$ cat config.mk
export PLATFORM = sky130hd
export DESIGN_NAME = id_ex_stage
export DESIGN_NICKNAME = d
export VERILOG_FILES = /design/src/rtl/id_ex_stage.sv
export SDC_FILE = /design/constraint.sdc
export NUM_CORES = 1
export LEC_CHECK = 0
export ABC_AREA = 1
export CAP_MARGIN = 5
export CORE_ASPECT_RATIO = 0.9
export CORE_MARGIN = 10
export CORE_UTILIZATION = 25
export CTS_BUF_LIST = sky130_fd_sc_hd__clkbuf_16
export CTS_CLUSTER_SIZE = 12
export DETAILED_ROUTE_END_ITERATION = 10
export GPL_ROUTABILITY_DRIVEN = 0
export PLACE_DENSITY_LB_ADDON = 0.3
export SLEW_MARGIN = 30
export SYNTH_ARGS = -nofsm -noshare
export SYNTH_HDL_FRONTEND = slang
export SYNTH_SLANG_ARGS = --single-unit
$ cat constraint.sdc
create_clock -name clk -period 1.5 [get_ports clk]
set_input_delay 0.3 -clock clk [delete_from_list [all_inputs] [get_ports clk]]
set_output_delay 0.3 -clock clk [all_outputs]
set_load 0.01 [all_outputs]
$ cat src/rtl/id_ex_stage.sv
// ID/EX pipeline register: regfile read with same-cycle writeback bypass,
// load-use bubble insertion, flush/hold handling and a saturating bubble counter.
module id_ex_stage #(
  parameter int unsigned XLEN   = 32,
  parameter int unsigned CTRL_W = 8,
  parameter int unsigned CNT_W  = 32
) (
  input  logic              clk,
  input  logic              rst,
  input  logic              id_valid,
  input  logic [XLEN-1:0]   id_pc,
  input  logic [4:0]        id_rs1,
  input  logic [4:0]        id_rs2,
  input  logic              id_use_rs1,
  input  logic              id_use_rs2,
  input  logic [4:0]        id_rd,
  input  logic [XLEN-1:0]   id_imm,
  input  logic              id_mem_read,
  input  logic [CTRL_W-1:0] id_ctrl,
  input  logic [XLEN-1:0]   rf_rs1_data,
  input  logic [XLEN-1:0]   rf_rs2_data,
  input  logic              wb_we,
  input  logic [4:0]        wb_rd,
  input  logic [XLEN-1:0]   wb_data,
  input  logic              flush,
  input  logic              ex_hold,
  output logic              id_stall,
  output logic              ex_valid,
  output logic [XLEN-1:0]   ex_pc,
  output logic [XLEN-1:0]   ex_imm,
  output logic [XLEN-1:0]   ex_rs1_data,
  output logic [XLEN-1:0]   ex_rs2_data,
  output logic [4:0]        ex_rs1,
  output logic [4:0]        ex_rs2,
  output logic [4:0]        ex_rd,
  output logic              ex_mem_read,
  output logic [CTRL_W-1:0] ex_ctrl,
  output logic [CNT_W-1:0]  bubble_count
);

  logic [XLEN-1:0] op1;
  logic [XLEN-1:0] op2;
  logic            lu;

  // The regfile writes at the edge, so a same-cycle read still returns the old value.
  always_comb begin
    op1 = rf_rs1_data;
    op2 = rf_rs2_data;
    if (wb_we && (wb_rd != 5'd0) && (wb_rd == id_rs1)) op1 = wb_data;
    if (wb_we && (wb_rd != 5'd0) && (wb_rd == id_rs2)) op2 = wb_data;
  end

  always_comb begin
    lu = id_valid && ex_valid && ex_mem_read && (ex_rd != 5'd0) &&
         ((id_use_rs1 && (id_rs1 == ex_rd)) || (id_use_rs2 && (id_rs2 == ex_rd)));
    id_stall = !flush && (ex_hold || lu);
  end

  always_ff @(posedge clk) begin
    if (rst) begin
      ex_valid     <= 1'b0;
      ex_pc        <= '0;
      ex_imm       <= '0;
      ex_rs1_data  <= '0;
      ex_rs2_data  <= '0;
      ex_rs1       <= '0;
      ex_rs2       <= '0;
      ex_rd        <= '0;
      ex_mem_read  <= 1'b0;
      ex_ctrl      <= '0;
      bubble_count <= '0;
    end else if (flush) begin
      ex_valid    <= 1'b0;
      ex_mem_read <= 1'b0;
    end else if (!ex_hold) begin
      if (lu) begin
        ex_valid    <= 1'b0;
        ex_mem_read <= 1'b0;
        ex_rd       <= '0;
        if (bubble_count != '1) bubble_count <= bubble_count + CNT_W'(1);
      end else begin
        ex_valid    <= id_valid;
        ex_pc       <= id_pc;
        ex_imm      <= id_imm;
        ex_rs1_data <= op1;
        ex_rs2_data <= op2;
        ex_rs1      <= id_rs1;
        ex_rs2      <= id_rs2;
        ex_rd       <= id_rd;
        ex_mem_read <= id_mem_read;
        ex_ctrl     <= id_ctrl;
      end
    end
  end

endmodule

==> impl_summary.txt, run 1 <==
----------------------------------------------------
[Global route]
  Met1 Resource Use GR ... 0.186
  Global routing usage on met2 ... 0.268
  Global-route wire length before repair ... between 50 and 60 mm
  Met3 Track Usage GR ... 0.0729
  Busiest layer in global routing ... met2
  Number of antenna violations at the first check in global routing ... 1
  Via count of the first global-routing pass ... 9,890
  Congestion Overflow GR ... 0
  Total global-route track usage ... 0.163
  Pin count of the biggest net entering global routing ... 50

[Cells and area]
  Util after Layout ... 0.488
  Most frequent standard cell in the layout excluding fill and tap cells ... sky130_fd_sc_hd__nor2_1
  Register Area ... between 3000 and 4000 um2
  Nets@finish ... roughly 2,100
  Fraction of layout cells with a size suffix above 1 ... 0.228
  Syn-to-layout area delta ... 93.3%
  Multi-input gate area in the final layout ... 4790 um2
  Most frequent cells in the layout ... 339 x sky130_fd_sc_hd__nor2_1, 306 x sky130_fd_sc_hd__nand2_1, 192 x sky130_fd_sc_hd__clkdlybuf4s50_1
  Layout fillers ... around 3,400

[Yosys]
  Number of nets produced by synthesis ... ~1,600
  Average cell area after synthesis ... around 6.3 um2
  Number of distinct standard cells referenced by the synthesized netlist ... 27
  Synth Instances ... 1,402
  Area share of the largest cell type after synthesis ... 0.421
  Share of the yosys chip area belonging to registers ... 0.421
  Register bit count reported by yosys ... around 190
  Yosys top cell by area ... sky130_fd_sc_hd__dfxtp_1
  Ranking of synthesized cells by area ... sky130_fd_sc_hd__dfxtp_1 42%, sky130_fd_sc_hd__nor2_1 17%, sky130_fd_sc_hd__nand2_1 14%
  Area of the mapped netlist ... ~8800 um2
  Count of synthesis-stage warnings from yosys ... 0

[Placed design]
  Total of buffers placed on input and output ports ... around 380
  HPWL reported at the end of detailed placement ... ~28 mm

[Die]
  Placement Rows ... 65
  I/O pin count ... roughly 380
  Core ar. ... between 30,000 and 40,000 um2
  Die height ... 198 um
  Starting density of the core ... 0.252
  Overall die width ... approximately 220 um
  Area of the die ... between 40,000 and 50,000 um2

[Setup path]
  Cell at the slowest stage of the critical path ... sky130_fd_sc_hd__clkdlybuf4s50_1
  Crit-path max cell delay ... approximately 0.53 ns
  RR Startpoint ... ex_rd[3]
  Combined buffer and inverter count along the critical path ... 3
  Critical Path Start ... id_rs1[1]
  Terminus of the critical flop-to-flop path ... ex_imm[3]
  Crit Path Class ... input port to primary output
  Flop2flop setup slack ... -0.47 ns
  Setup crit start kind ... input port
  Most numerous cell on the critical path ... sky130_fd_sc_hd__nand2_1
  Maximum fanout along the worst path ... 3
  R2R depth ... 15
  Endpoint class of the critical path ... primary output
  Critical path data required time ... between 1 and 1.5 ns
  Worst EP arrival ... 1.67 ns
  CP top delay family ... buffers and inverters
  Critical path cell sequence ... clkdlybuf4s50_1 -> inv_1 -> nand2_1 -> nand2_1 -> nor2_1 -> nand3_1 -> nand2_2 -> nand2_4 -> a21oi_2 -> buf_2

[CTS]
  Clock tree from TritonCTS ... done
  Buffer depth of the longest clock path ... 2
  CTS clk-pin slew, worst paths ... 0.07 ns
  Number of buffers inserted during clock tree synthesis ... 17
  CTS root buffer ... sky130_fd_sc_hd__clkbuf_16
  Number of levels the H-tree was split into ... 4
  Post-CTS Hold Fix Bufs ... 0
  Clk_lat worst skew ... ~0.46 ns
  Clock sinks ... approximately 190

[STA]
  Maximum frequency from static timing analysis ... 507 MHz
  Final clock skew ... 0.0179 ns
  Tightest slew margin relative to the limit ... 0.729
  Unrepaired setup endpoints after global routing ... yes
  Worst-margin pin slew ... 0.403 ns
  Fin worst setup slack ... -0.473 ns
  Setup-violating endpoint count in the final report ... about 190
  Final Max Tran Viols ... 0
  Share of the cycle needed by the critical path after routing ... 1.32
  Final Hold Fails ... 0
  Time the final worst path needs with I/O delays and setup ... between 1.5 and 2 ns
  Setup_tns ... -67.06 ns

[Routing]
  Routed via count ... 10,800
  Ratio of routed vias to standard cells ... roughly 4.4
  Number of DRC violations after detailed routing ... 0
  Number of nets with antenna violations after routing ... 0
  Number of design-rule violations left by the first detailed-router iteration ... 575
  Iteration count of the initial detailed-routing pass ... 7
  Post-Route WL ... approximately 42 mm
  Detail-routed net length per standard cell ... between 15 and 20 um

[Min path]
  Path type of the worst min-delay path ... input port to flop
  Endpoint, Worst Hold ... ex_rs2[1]
  Min-delay src ... id_rs2[1]
  Hold Path Depth ... 3

[Power and ir drop]
  Leakage power summed over all cells ... between 9 and 10 nW
  PwrDens ... approximately 760 nW/um2
  Pwr Total ... roughly 13 mW
  IR drop worst, VDD ... 714 uV

[Status]
  Violations in the final reports ... setup timing
  Result of the run ... finished, violations left

[Run]
  Max-Cap Viols ... 0

----------------------------------------------------
[synth_stat cells]
cell / number
sky130_fd_sc_hd__nand4_2: 1
sky130_fd_sc_hd__inv_2: 6
sky130_fd_sc_hd__dfxtp_1: 185
sky130_fd_sc_hd__clkbuf_1: 22
sky130_fd_sc_hd__nand2_4: 2
sky130_fd_sc_hd__buf_4: 1
sky130_fd_sc_hd__o21bai_1: 2
sky130_fd_sc_hd__o21ai_0: 141
sky130_fd_sc_hd__xnor2_1: 4
sky130_fd_sc_hd__o21ai_1: 14
sky130_fd_sc_hd__or2_2: 2
sky130_fd_sc_hd__nor2_1: 397
sky130_fd_sc_hd__nor2_4: 1
sky130_fd_sc_hd__nor3_1: 8
sky130_fd_sc_hd__a21oi_1: 17
sky130_fd_sc_hd__nand2_1: 326
sky130_fd_sc_hd__nand3_1: 32
sky130_fd_sc_hd__ha_1: 1
sky130_fd_sc_hd__buf_6: 4
sky130_fd_sc_hd__nor2_2: 5
sky130_fd_sc_hd__inv_1: 158
sky130_fd_sc_hd__nand4_1: 17
sky130_fd_sc_hd__xor2_1: 8
sky130_fd_sc_hd__buf_1: 11
sky130_fd_sc_hd__buf_2: 32
sky130_fd_sc_hd__nand2_2: 1
sky130_fd_sc_hd__nand3_2: 4
[final cells by class]
cell class / count / area share
Clock inverter: 15 / 0.0105
Timing Repair inverter: 1 / 0.000662
Sequential cell: 185 / 0.221
Antenna cell: 1 / 0.000147
Clock buffer: 17 / 0.0250
Timing Repair Buffer: 586 / 0.388
Multi-Input combinational cell: 989 / 0.281
Tap cell: 469 / 0.0345
Inverter: 164 / 0.0382
[metrics by stage]
stage | cells | hold WS, ns | area (um2) | setup WS, ns
floorplan | 1402 | 0.432 | 8940 | -0.0539
global placement | 2323 | 0.462 | 14300 | -1.03
detailed placement | 2323 | 0.471 | 14300 | -0.938
CTS | 2368 | 0.375 | 15200 | -0.449
global route | 2426 | 0.265 | 17000 | -0.582
finish | 2427 | 0.274 | 17000 | -0.473
[worst min-delay path, stage by stage]
cell	delay [ns]
sky130_fd_sc_hd__dlymetal6s2s_1	0.18
sky130_fd_sc_hd__o21ai_2	0.15
sky130_fd_sc_hd__nor2_1	0.04
[cell families after synthesis]
kind of cell | after synthesis | synth area share
simple gates | 796 | 0.358
buf+inv | 234 | 0.108
flops | 185 | 0.421
compound gates | 174 | 0.0995
xor+xnor | 12 | 0.0119
fa+ha+maj | 1 | 0.00142
[worst max-delay path by stage]
stage                 endpoint  cells after the start
finish                id_stall                     10
global route          id_stall                      9
CTS                   id_stall                      9
detailed placement    id_stall                     10
global placement      id_stall                     10
floorplan           ex_ctrl[6]                     13
[routing by layer]
metal | vias to the layer above | share of wire
li1 | 5394 | -
met1 | 4930 | 0.41
met2 | 386 | 0.47
met3 | 47 | 0.094
met4 | 0 | 0.021
met5 | - | 0
[state kept, by name, summed over array words and instances (netlist names)]
signal and cells:
ex_rs2 5, ex_valid 1, ex_rd 5, ex_mem_read 1, ex_imm 32, ex_rs1 5, ex_rs1_data 32, ex_rs2_data 32
ex_ctrl 8, ex_pc 32, bubble_count 32
[what timing repair did]
item	in CTS	in global routing
endpoints found under the setup margin	369	358
buffers inserted	7	21
pin swaps	6	36
gates resized for setup	128	411
cloned	6	40
[where the power goes]
group / leakage, nW / switching [mW] / internal (mW)
combinational: 7.97 / 1.30 / 1.55
clock: 0.293 / 2.27 / 2.53
sequential: 1.54 / 0.149 / 5.17
total: 9.80 / 3.72 / 9.25
(Power assumes the default switching activity.)
==> run 2: changes to the inputs <==
--- a/config.mk
+++ b/config.mk
@@ -11,7 +11,7 @@
 export CORE_MARGIN = 10
 export CORE_UTILIZATION = 25
 export CTS_BUF_LIST = sky130_fd_sc_hd__clkbuf_16
-export CTS_CLUSTER_SIZE = 12
+export CTS_CLUSTER_SIZE = 14
 export DETAILED_ROUTE_END_ITERATION = 10
 export GPL_ROUTABILITY_DRIVEN = 0
 export PLACE_DENSITY_LB_ADDON = 0.3
==> results of run 2 <==
Final layout, timing and power as in run 1 (identical DEF).
